**src/rtl/im_boot_loader.sv**
```systemverilog
// Boot loader: receives a framed program image byte-by-byte, assembles 16-bit words,
// writes them into instruction memory and holds the CPU until the checksum is verified.
module im_boot_loader #(
    parameter logic [15:0] BASE_ADDR      = 16'h0000,
    parameter logic [15:0] MAX_WORDS      = 16'd4096,
    parameter logic [23:0] TIMEOUT_CYCLES = 24'd1000000
) (
    input  logic        Clk,
    input  logic        Rst,
    input  logic        Start,
    input  logic        RxValid,
    input  logic [7:0]  RxData,
    output logic        ImWrite,
    output logic [15:0] ImWriteAddr,
    output logic [15:0] ImWriteData,
    output logic        CpuHold,
    output logic        Busy,
    output logic        Done,
    output logic        Error,
    output logic [15:0] WordCount
);

    typedef enum logic [2:0] {
        S_IDLE,
        S_LEN_LO,
        S_LEN_HI,
        S_DATA_LO,
        S_DATA_HI,
        S_CHECK,
        S_DONE,
        S_ERROR
    } state_t;

    state_t      state_reg;
    logic [15:0] len_reg;
    logic [7:0]  lo_reg;
    logic [7:0]  csum_reg;
    logic [23:0] tmo_reg;
    logic        im_write_reg;
    logic [15:0] im_write_addr_reg;
    logic [15:0] im_write_data_reg;
    logic        cpu_hold_reg;
    logic        busy_reg;
    logic        done_reg;
    logic        error_reg;
    logic [15:0] word_count_reg;

    logic [15:0] len_next;
    logic [15:0] word_count_next;

    assign len_next        = {RxData, len_reg[7:0]};
    assign word_count_next = word_count_reg + 16'd1;

    always_ff @(posedge Clk) begin
        if (Rst) begin
            state_reg         <= S_IDLE;
            len_reg           <= '0;
            lo_reg            <= '0;
            csum_reg          <= '0;
            tmo_reg           <= '0;
            im_write_reg      <= 1'b0;
            im_write_addr_reg <= '0;
            im_write_data_reg <= '0;
            cpu_hold_reg      <= 1'b0;
            busy_reg          <= 1'b0;
            done_reg          <= 1'b0;
            error_reg         <= 1'b0;
            word_count_reg    <= '0;
        end else begin
            im_write_reg <= 1'b0;
            case (state_reg)
                // A byte arriving with Start in an idle state is deliberately dropped.
                S_IDLE, S_DONE, S_ERROR: begin
                    if (Start) begin
                        state_reg      <= S_LEN_LO;
                        cpu_hold_reg   <= 1'b1;
                        busy_reg       <= 1'b1;
                        done_reg       <= 1'b0;
                        error_reg      <= 1'b0;
                        word_count_reg <= '0;
                        csum_reg       <= '0;
                        tmo_reg        <= '0;
                    end
                end
                default: begin
                    if (RxValid) begin
                        tmo_reg <= '0;
                        case (state_reg)
                            S_LEN_LO: begin
                                len_reg[7:0] <= RxData;
                                state_reg    <= S_LEN_HI;
                            end
                            S_LEN_HI: begin
                                len_reg[15:8] <= RxData;
                                if (len_next > MAX_WORDS) begin
                                    state_reg <= S_ERROR;
                                    error_reg <= 1'b1;
                                    busy_reg  <= 1'b0;
                                end else if (len_next == 16'd0) begin
                                    state_reg <= S_CHECK;
                                end else begin
                                    state_reg <= S_DATA_LO;
                                end
                            end
                            S_DATA_LO: begin
                                lo_reg    <= RxData;
                                csum_reg  <= csum_reg ^ RxData;
                                state_reg <= S_DATA_HI;
                            end
                            S_DATA_HI: begin
                                im_write_data_reg <= {RxData, lo_reg};
                                im_write_addr_reg <= BASE_ADDR + word_count_reg;
                                im_write_reg      <= 1'b1;
                                word_count_reg    <= word_count_next;
                                csum_reg          <= csum_reg ^ RxData;
                                state_reg         <= (word_count_next == len_reg) ? S_CHECK : S_DATA_LO;
                            end
                            S_CHECK: begin
                                busy_reg <= 1'b0;
                                if (RxData == csum_reg) begin
                                    state_reg    <= S_DONE;
                                    done_reg     <= 1'b1;
                                    cpu_hold_reg <= 1'b0;
                                end else begin
                                    state_reg <= S_ERROR;
                                    error_reg <= 1'b1;
                                end
                            end
                            default: ;
                        endcase
                    end else if (tmo_reg >= TIMEOUT_CYCLES - 24'd1) begin
                        // Abort once TIMEOUT_CYCLES consecutive idle cycles have elapsed.
                        state_reg <= S_ERROR;
                        error_reg <= 1'b1;
                        busy_reg  <= 1'b0;
                    end else begin
                        tmo_reg <= tmo_reg + 24'd1;
                    end
                end
            endcase
        end
    end

    assign ImWrite     = im_write_reg;
    assign ImWriteAddr = im_write_addr_reg;
    assign ImWriteData = im_write_data_reg;
    assign CpuHold     = cpu_hold_reg;
    assign Busy        = busy_reg;
    assign Done        = done_reg;
    assign Error       = error_reg;
    assign WordCount   = word_count_reg;

endmodule

```
**config.mk**
```make
export PLATFORM = sky130hd
export DESIGN_NAME = im_boot_loader
export DESIGN_NICKNAME = d
export VERILOG_FILES = /design/src/rtl/im_boot_loader.sv
export SDC_FILE = /design/constraint.sdc
export NUM_CORES = 1
export LEC_CHECK = 0
export CELL_PAD_IN_SITES_DETAIL_PLACEMENT = 1
export CELL_PAD_IN_SITES_GLOBAL_PLACEMENT = 2
export CORE_ASPECT_RATIO = 1.5
export CORE_MARGIN = 1.5
export CORE_UTILIZATION = 29
export CTS_CLUSTER_DIAMETER = 40
export DETAILED_ROUTE_END_ITERATION = 7
export PLACE_DENSITY_LB_ADDON = 0.05
export SYNTH_ARGS = -nofsm -noshare
export SYNTH_HDL_FRONTEND = slang
export SYNTH_SLANG_ARGS = --single-unit
```
**constraint.sdc**
```tcl
create_clock -name Clk -period 1.9 [get_ports Clk]
set_input_delay 0.57 -clock Clk [delete_from_list [all_inputs] [get_ports Clk]]
set_output_delay 0.57 -clock Clk [all_outputs]
set_load 0.01 [all_outputs]
```
==> run summary <==
status -> complete, but fails checks
CP max stage delay -> 0.37 ns
DR WL met3 -> 344 um
Layout Cells excl Fill -> 1138
FF/Latch Area -> 2288 sq um
Antenna Cells -> 0
filler instances -> 2182
Crit. End Element -> register
Final setup viols -> 6
worst rel slew slack -> 0.7025
setup ws final -> -0.1302 ns
drc violations -> 0
die area -> 19500 sq um
CP top delay family -> simple AND/OR/NAND/NOR gates
Synth async-reset ratio -> 0
hold violation total from the final report -> 0
RePlAce Congestion -> 0.8046
share of the synthesized area in the top cell type -> 0.4145
DP HPWL -> 14880 um
DIE WIDTH -> 114.5 um
R2R Path Start -> WordCount[4]
Pwr Density -> 666.5 nW/um^2
MaxCap Viol Count -> 0
Cells after Synth -> 703
Vias -> 5727
synth unique cells -> 57
Root Driver -> clkbuf_16
failing checks -> setup timing
H-tree depth -> 3
Sink Count -> 112
Worst-Margin Slew -> 0.4416 ns
Top Layer Used -> met4
gr ovfl total -> 0
CP bufs+invs -> 1
Synthesized Nets -> 717
CP max FO -> 6
WL final -> 20040 um
port bufs -> 64
post-layout util -> 0.4401
CTS tree -> yes
CTS Buf Count -> 9
Hold WS -> 0.4567 ns
RSZ-0062 raised after global routing -> true
Commonest cells post-synth -> 125 x nand2_1, 112 x dfxtp_1, 90 x a21oi_1, 64 x nor2_1, 39 x clkbuf_1
Layout Skew -> 0.01020 ns
Worst Path Arrival -> 2.29 ns
achievable clock frequency -> 492.6 MHz
Hold Crit Class -> reg2reg
antenna violations before repair -> 0
drt via density -> 5.033
overall routing resource usage -> 0.2101
Final Critical Period -> 2.030 ns
Tot Pwr -> 5.396 mW
met2 wire len -> 11230 um
synth warn -> 0
hold_sp -> ImWriteAddr[10]
I/O pin count -> 65
first-pass GRT wire length -> 31910 um
WP data required -> 2.16 ns
number of flip-flops in the largest register -> 24
Initial DRC Count -> 171
Pleak -> 3.092 nW
synth top area cells -> dfxtp_1 41%, nand2_1 8.7%, a21oi_1 8.3%, nor2_1 4.4%, xor2_1 2.9%
effective utilization at floorplan -> 0.2941
vias in the first global route -> 6203
Post-synth EDFFs -> 0
crit-path cells -> and4_4 > buf_4 > and4_1 > mux2_2 > mux2i_1 > o21bai_1 > a31o_4
core region area -> 18390 sq um
dominant cell type by area after synthesis -> dfxtp_1
CTS Hold Bufs -> 0
synthesized area per cell -> 7.694 sq um
Setup crit start -> WordCount[4]
area occupied by multi-input gates -> 3342 sq um
post-synthesis sequential area ratio -> 0.4145
area grow syn2layout -> 49.66%
final period utilization -> 1.069
count leader, synth -> nand2_1
cell area after synthesis -> 5409 sq um
drt first pass iters -> 4
Die Y -> 170.3 um
clock slew at reported path FFs -> 0.08 ns
row count -> 61
maximum vdd drop -> 0.0003330 V
ANT nets after route -> 0
share of cells above drive strength 1 -> 0.3014
Max Slew Vio Count -> 0
WL met1 -> 7820 um
Inst Count DP -> 1107
Worst Path Class, Setup -> reg2reg
DR WL/cell -> 17.61 um
Nets -> 895
Synth Register Bits -> 112
slowest CP cell -> dfxtp_1
Primary FF master, synth -> dfxtp_1
Clock Tree Buf Depth -> 2
pin count of the biggest net entering global routing -> 60
CP Launch Type -> register
worst skew pair latency -> 0.36 ns
kinds of logic after synthesis:
family | share of synthesized area
compound gates | 0.1823
fa+ha+maj | 0.004626
flops | 0.4145
mux | 0.01874
simple gates | 0.2808
xor+xnor | 0.05344
buf+inv | 0.04557
where the power goes:
part / internal, mW / switching [mW] / total (mW)
logic: 0.475 / 0.580 / 1.05
clock network: 0.913 / 0.981 / 1.89
registers: 2.40 / 0.0494 / 2.45
total: 3.79 / 1.61 / 5.40
final timing paths:
path	slack [ns]	end	cells past startpoint
max	-0.13	state_reg[2]	7
min	0.46	ImWriteAddr[10]	2
max reg2reg	-0.13	state_reg[2]	7
min reg2reg	0.46	ImWriteAddr[10]	2
cell type report:
type | count | area share
clock buffer | 10 | 0.02828
tap | 252 | 0.03895
timing repair buffer | 217 | 0.2261
clock inverter | 6 | 0.006492
sequential | 112 | 0.2827
inverter | 10 | 0.004637
multi-input combinational | 531 | 0.4128
worst register-to-register path, cell delays in order, from the launching register on:
cell,delay [ns]
dfxtp_1,0.37
and4_4,0.29
buf_4,0.13
and4_1,0.22
mux2_2,0.35
mux2i_1,0.14
o21bai_1,0.17
a31o_4,0.27
routing by layer:
metal,vias up,GRT usage
li1,2814,-
met5,-,0
met4,0,0.09130
met2,61,0.4095
met1,2819,0.2220
met3,33,0.02386
metrics by stage:
stage	worst slack, ns	area, sq um	TNS (ns)
global route	-0.2076	8095	-1.250
detailed placement	-0.6666	7267	-42.25
finish	-0.1302	8095	-0.3931
CTS	-0.1914	7784	-0.5235
global placement	-0.6975	7267	-38.48
floorplan	-0.08600	5495	-0.08600
layout by cell type, fill, tap and decap left out, types with 13 or more instances in the layout:
master	synthesis	layout
nand3_1	22	17
a21oi_1	90	83
nand2_1	125	123
nor2_1	64	58
clkdlybuf4s50_1	0	40
o21ai_0	30	26
xor2_1	18	18
buf_4	0	142
dfxtp_1	112	91
dlygate4sd2_1	0	21
dfxtp_2	0	13
what timing repair did:
action | in CTS | in global routing
setup buffers | 7 | 8
cloned | 1 | 0
pin swaps | 22 | 23
setup endpoints to repair | 84 | 47
resized for setup | 72 | 62
Power figures use the tool's default switching activity.
